--- config.mk ---
export PLATFORM = sky130hd
export DESIGN_NAME = register_32
export DESIGN_NICKNAME = d
export VERILOG_FILES = /design/src/rtl/register_32.sv
export SDC_FILE = /design/constraint.sdc
export NUM_CORES = 1
export LEC_CHECK = 0
export CORE_MARGIN = 1
export CORE_UTILIZATION = 33
export CTS_CLUSTER_DIAMETER = 50
export DETAILED_ROUTE_END_ITERATION = 8
export HOLD_SLACK_MARGIN = 0.08
export PLACE_DENSITY = 0.71
export SLEW_MARGIN = 10
export SYNTH_ARGS = -nofsm -noshare
export SYNTH_HDL_FRONTEND = slang
export SYNTH_SLANG_ARGS = --single-unit
--- constraint.sdc ---
create_clock -name clk -period 0.9 [get_ports clk]
set_clock_uncertainty 0.15 [all_clocks]
set_input_delay 0.225 -clock clk [delete_from_list [all_inputs] [get_ports clk]]
set_output_delay 0.225 -clock clk [all_outputs]
set_load 0.02 [all_outputs]
--- src/rtl/register_32.sv ---
// register_32: general-purpose datapath register (GP regs, PC, IR, MAR, ...).
// Captures the shared bus value when regIn is high at a rising clock edge and
// drives the stored value continuously toward the bus multiplexer input.
// clr is a synchronous, active-high clear and takes priority over a load.
module register_32 #(
  parameter int unsigned      WIDTH       = 32,
  parameter logic [WIDTH-1:0] RESET_VALUE = '0
) (
  input  logic             clk,
  input  logic             clr,
  input  logic             regIn,
  input  logic [WIDTH-1:0] busMuxOut,
  output logic [WIDTH-1:0] busMuxIn_in
);

  logic [WIDTH-1:0] q_q;
  logic [WIDTH-1:0] q_d;

  // Next-value selection: clear beats load, otherwise hold the stored value.
  always_comb begin
    q_d = q_q;
    if (clr) begin
      q_d = RESET_VALUE;
    end else if (regIn) begin
      q_d = busMuxOut;
    end
  end

  // Storage element; all state changes happen on the rising edge only.
  always_ff @(posedge clk) begin
    q_q <= q_d;
  end

  // The output is the stored value only, so there is no combinational path
  // from busMuxOut or regIn to busMuxIn_in.
  assign busMuxIn_in = q_q;

endmodule

[Word level (Yosys, flattened, before mapping)]
Cells that the tools add are included.
Word-level totals
  output and inout bits: 32
  logic and storage cells: 1
  bits in registers: 32
  input port bits: 35

[Logic depth before layout (Yosys ltp)]
Gate-level depths: netlist (run 1).
  depth after elaboration: 0
  gate-level depth with buffers: 4
  depth with buffers taken out: 2

[Least setup slack after synthesis (run 1)]
No wires, ideal clock.
  path kind: input to register
  start: input regIn
  end: register q_q[0], in the netlist busMuxIn_in[0]
  data required time: 0.622 ns
  buffers on the path: 2
  arrival: 0.690 ns
  setup time: 0.128 ns
  path slack: -0.068 ns
  stages on the path: 4
  cell sequence: buf_6 -> buf_12 -> mux2i_1 -> nor2_1
RTL lines
  start: declaration: line 11  | input logic regIn,
  end signal: assignment: line 31  | q_q <= q_d;
  end: declaration: line 16  | logic [WIDTH-1:0] q_q;

[Final worst setup path (run 1)]
  start: register q_q[3], in the netlist busMuxIn_in[3]
  end: output busMuxIn_in[3]
RTL lines
  end: declaration: line 13  | output logic [WIDTH-1:0] busMuxIn_in
No word-level cell between the ends.

==> run_results.csv, run 1 <==
group,metric,value,unit
status,status,"complete, but fails checks",
status,violations,"setup timing",
synthesis,synth.distinct_cells,6,
clock_network,cts_tree,"yes",
clock_network,cts-root-buf,"clkbuf_4",
clock_network,clk_pin_slew,0.10,ns
die,core,3360,um2
sta,tightest_slew,0.150,ns
grt,grt_pass1_vias,1008,
final_layout,seqCellArea,681,um2
route,wl_per_cell,12.7,um
power_and_ir_drop,peakVddDrop,927,uV
route,avgViaCountPerCell,4.44,
grt,grt_max_degree,21,
place,finalWeightedCongestion,0.689,
route,wl,2840,um
grt,grt_remaining_overflow,0,
setup_path,rr_worst_depth,3,
sta,hold_ws,0.215,ns
route,ant_nets,0,
place,dp_cells,212,
worst_hold_path,holdCritStartpoint,"regIn",
power_and_ir_drop,leakage,0.961,nW
synthesis,avgSynthCellArea,11.3,um2
die,die_w,61.4,um
power_and_ir_drop,p_total,3.17,mW
sta,fin_ws,-0.275,ns
setup_path,rrSetupSlack,0.01,ns
route,drt_iter0_drc,21,
setup_path,critical_path_required,0.52,ns
final_layout,finalNonFillerCells,223,
worst_hold_path,hold-path-endpoint,"busMuxIn_in[23]",
synthesis,ys_ff_latch,32,
setup_path,regToRegStartpoint,"busMuxIn_in[26]",
synthesis,syn_nets,138,
place,io_buffers,66,
final_layout,fin_nets,212,
die,rows,21,
setup_path,end_kind,"output pin",
setup_path,cp_max_fo,2,
clock_network,insertion_delay,0.33,ns
grt,antenna_found_initial,0,
sta,rsz0062_at_grt,"yes",
synthesis,syn_area,1160,um2
clock_network,cts_buffers,5,
route,drc_errors,0,
setup_path,cpLargestDelayFamily,"flip-flops",
sta,slew_headroom,0.897,
synthesis,ys_seq_area_frac,0.551,
route,firstDrtPassIters,3,
final_layout,largest_reg_flops,32,
die,ioPinCount,67,
synthesis,yosysWarnings,0,
final_layout,multi_input_area,440,um2
sta,finalHoldViolCount,0,
synthesis,synthCells,103,
clock_network,clkSinkCount,32,
setup_path,startpoint_type,"register",
setup_path,crit_type,"reg2out",
setup_path,cp_num_buf_inv,1,
worst_hold_path,hp-class,"in2reg",
final_layout,antenna_cells,0,
die,dieArea,3770,um2
sta,setup_viol,32,
setup_path,timing.rr.end,"busMuxIn_in[26]",
clock_network,htreeDepth,2,
setup_path,cp_cell_sequence,"buf_6",
final_layout,area_growth,78.1,%
grt,grt_pass1_wl,4310,um
setup_path,critical_path.slowest_cell,"dfxtp_2",
sta,slew_viol_final,0,
final_layout,num-fill-cells,305,
die,dieHeight,61.4,um
final_layout,drive_gt1_frac,0.452,
job,drv_cap,0,
sta,min_period_over_period,1.31,
sta,timing.fmax,0.851,GHz
clock_network,ctsHoldBuffers,0,
clock_network,clockBufferDepth,2,
setup_path,arrival,0.80,ns
final_layout,postLayoutCoreUtil,0.616,
die,start_util,0.346,
place,dp_hpwl,2000,um
sta,fin_setup_tns,-8.41,ns
setup_path,cp_slowest_stage_delay,0.35,ns
grt,grt.total_usage,0.163,
setup_path,cp-startpoint,"busMuxIn_in[3]",
route,vias,991,
power_and_ir_drop,powerDensity,1530,nW/um2
sta,period_minus_slack,1.18,ns
worst_hold_path,hold_path_depth,4,
cells in the final DEF, fill, tap and decap left out:
cell / count
buf_6: 35
mux2i_1: 32
nor2_1: 32
dfxtp_2: 32
clkdlybuf4s50_1: 32
clkbuf_4: 5
buf_12: 3
clkbuf_8: 2
bufbuf_16: 1
dlygate4sd2_1: 1
buf_2: 1
buf_4: 1
synthesized netlist by cell type:
master | number | area, um2
buf_6 | 1 | 11.3
buf_12 | 3 | 60.1
dfxtp_1 | 32 | 641
clkbuf_1 | 3 | 11.3
nor2_1 | 32 | 120
mux2i_1 | 32 | 320
layout make-up:
cell class | instances | share of cell area
repair buffers | 74 | 0.400
flip-flops and latches | 32 | 0.329
multi-input cells | 64 | 0.213
clock buffers | 7 | 0.0314
well taps | 46 | 0.0278
cell families after synthesis:
kind of cell | share of synthesized area
multiplexers | 0.275
buffers and inverters | 0.0710
AND/OR/NAND/NOR | 0.103
flip-flops | 0.551
through the flow:
| step | cell area (um2) | setup WS (ns) |
|---|---|---|
| after floorplan | 1170 | -0.0411 |
| after global placement | 1860 | -0.402 |
| after detailed placement | 1860 | -0.417 |
| after CTS | 2060 | -0.290 |
| after global routing | 2070 | -0.312 |
| final | 2070 | -0.275 |
per-layer routing:
layer | wire, um | up-vias | part of all wire | track usage
met4 | 78 | 0 | 0.028 | 0.0794
met3 | 269 | 8 | 0.095 | 0.0840
met5 | 0 | - | 0 | 0
met2 | 1370 | 46 | 0.48 | 0.269
li1 | - | 486 | - | -
met1 | 1120 | 451 | 0.39 | 0.171
report_power, final:
group / internal [mW] / switching, mW / total, mW
clock: 0.443 / 0.464 / 0.907
combinational: 0.417 / 0.269 / 0.686
sequential: 1.52 / 0.0593 / 1.58
repair_timing:
item,in CTS,in global routing
setup buffers,3,0
gates cloned,1,0
pin swaps,0,3
endpoints found under the hold margin,0,0
gates resized for setup,225,3
setup endpoints to repair,43,36
worst max-delay path by stage:
stage	cells past startpoint	slack, ns	to
5_1_grt	1	-0.31	busMuxIn_in[8]
3_5_place_dp	1	-0.42	busMuxIn_in[26]
2_1_floorplan	4	-0.04	busMuxIn_in[0]
4_1_cts	1	-0.29	busMuxIn_in[1]
3_3_place_gp	1	-0.40	busMuxIn_in[9]
6_report	1	-0.28	busMuxIn_in[3]
(Power assumes the default switching activity.)
==> inputs of run 2 (changes only) <==
- CORE_UTILIZATION: 33 -> 40
- PLACE_DENSITY: 0.71 -> 0.81
- clock period: 0.9 -> 1.4 ns (I/O delays scaled with it)
==> run 2 against run 1 <==
The run now ends clean; highest routed layer unchanged; critical path type unchanged; wire length shrank 12%; clock-buffer cell count is 1 lower; via count is 4.0% lower; critical path depth is the same.
==> run_results.csv, run 2 (synthesis gave the netlist of run 1 again) <==
group,metric,value,unit
sta,fin_ws,0.0580,ns
power_and_ir_drop,combPwrFrac,0.189,
sta,slew_viol_final,0,
route,avgViaCountPerCell,4.62,
sta,slew_headroom,0.858,
grt,grt_pass1_wl,4060,um
grt,grt_max_degree,20,
sta,rsz0062_at_grt,"no",
route,vias,951,
setup_path,rrSetupSlack,0.64,ns
final_layout,mostFrequentLayoutCells,"clkdlybuf4s50_1, mux2i_1, nor2_1, dfxtp_1, buf_2",
power_and_ir_drop,p_clk_frac,0.285,
final_layout,final_common_cell,"clkdlybuf4s50_1",
sta,min_period_over_period,0.959,
die,core,2760,um2
clock_network,clockBufferDepth,2,
grt,antenna_found_initial,0,
route,wl_per_cell,12.1,um
setup_path,startpoint_type,"register",
grt,grt_remaining_overflow,0,
die,start_util,0.422,
route,drt_iter0_drc,13,
setup_path,cp_cell_sequence,"buf_2",
route,wl,2490,um
sta,timing.fmax,0.745,GHz
die,die_w,55.9,um
sta,setup_viol,0,
setup_path,critical_path.slowest_cell,"dfxtp_1",
sta,period_minus_slack,1.34,ns
place,io_buffers,66,
final_layout,finalNonFillerCells,206,
worst_hold_path,holdCritStartpoint,"busMuxIn_in[26]",
clock_network,cts_tree,"yes",
clock_network,cts_buffers,5,
die,dieArea,3130,um2
clock_network,clk_pin_slew,0.10,ns
setup_path,cp_slowest_stage_delay,0.34,ns
sta,finalHoldViolCount,0,
die,rows,19,
clock_network,cts-root-buf,"clkbuf_4",
final_layout,drive_gt1_frac,0.263,
clock_network,clkSinkCount,32,
job,drv_cap,0,
place,dp_cells,198,
power_and_ir_drop,powerDensity,1080,nW/um2
route,drc_errors,0,
setup_path,regToRegStartpoint,"busMuxIn_in[27]",
status,status,"finished clean",
grt,grt_pass1_vias,951,
final_layout,fin_nets,209,
power_and_ir_drop,p_switching,0.491,mW
grt,grt.total_usage,0.174,
sta,tightest_slew,0.213,ns
die,dieHeight,55.9,um
place,dp_hpwl,1900,um
setup_path,cpLargestDelayFamily,"flip-flops",
setup_path,arrival,0.84,ns
clock_network,htreeDepth,2,
setup_path,crit_type,"reg2out",
final_layout,final_area,1750,um2
final_layout,num-fill-cells,244,
setup_path,end_kind,"output pin",
power_and_ir_drop,p_int,1.39,mW
clock_network,postCtsSetupRepairBufs,0,
route,firstDrtPassIters,4,
power_and_ir_drop,p_sw_frac,0.261,
route,ant_nets,0,
setup_path,cp_num_buf_inv,1,
place,dpl_worst_slack,-0.0409,ns
place,placed_cell_area,1830,um2
place,finalWeightedCongestion,0.639,
worst_hold_path,hp-class,"reg2reg",
power_and_ir_drop,leakage,0.875,nW
sta,fin_setup_tns,0,ns
die,ioPinCount,67,
setup_path,critical_path_required,0.90,ns
power_and_ir_drop,p_seq_frac,0.525,
clock_network,insertion_delay,0.32,ns
final_layout,largest_reg_flops,32,
final_layout,antenna_cells,0,
final_layout,area_growth,50.5,%
setup_path,cp-startpoint,"busMuxIn_in[1]",
setup_path,cp_max_fo,2,
power_and_ir_drop,peakVddDrop,803,uV
-- run 2: path summary, 6_finish.rpt --
check,endpoint,depth (start not counted)
worst max-delay path,busMuxIn_in[1],1
worst min register to register,busMuxIn_in[26],2
worst max register to register,busMuxIn_in[27],2
worst min-delay path,busMuxIn_in[26],2
-- run 2: cell type report --
class                   count  area [um2]  share of cell area
flip-flops and latches     32         641               0.366
repair buffers             71         571               0.326
multi-input cells          64         440               0.251
clock buffers               6        51.3              0.0293
well taps                  31        38.8              0.0221
clock inverters             2        10.0             0.00571
-- run 2: routing by layer --
layer	GRT usage	vias up	routed length, um
li1	-	480	-
met1	0.190	423	1040
met2	0.272	44	1170
met3	0.109	4	232
met4	0.0732	0	49
met5	0	-	0
-- run 2: repair_timing --
| action | CTS | global route |
|---|---|---|
| hold buffers | 0 | 0 |
| resized for setup | 128 | 10 |
| endpoints found under the setup margin | 32 | 10 |
-- run 2: tightest hold or removal path, delay by kind of cell (launching register included) --
| family | cells | cell delay (ns) |
|---|---|---|
| DFF | 1 | 0.34 |
| and+or+nand+nor | 1 | 0.07 |
| muxes | 1 | 0.06 |
-- run 2: per-stage QoR --
stage | power (mW) | hold WS (ns) | util
finish | 1.89 | 0.348 | 0.635
global route | 1.99 | 0.355 | 0.635
CTS | 1.91 | 0.346 | 0.626
detailed placement | 1.42 | 0.336 | 0.662
global placement | 1.40 | 0.323 | 0.662
floorplan | 1.20 | 0.272 | -
-- run 2: power groups by stage --
stage | Clock, mW | Sequential, mW | Combinational [mW]
6_report | 0.538 | 0.990 | 0.357
5_1_grt | 0.611 | 0.998 | 0.383
4_1_cts | 0.563 | 0.990 | 0.354
3_5_place_dp | 0 | 1.01 | 0.403
3_3_place_gp | 0 | 1.01 | 0.395
2_1_floorplan | 0 | 1.08 | 0.126
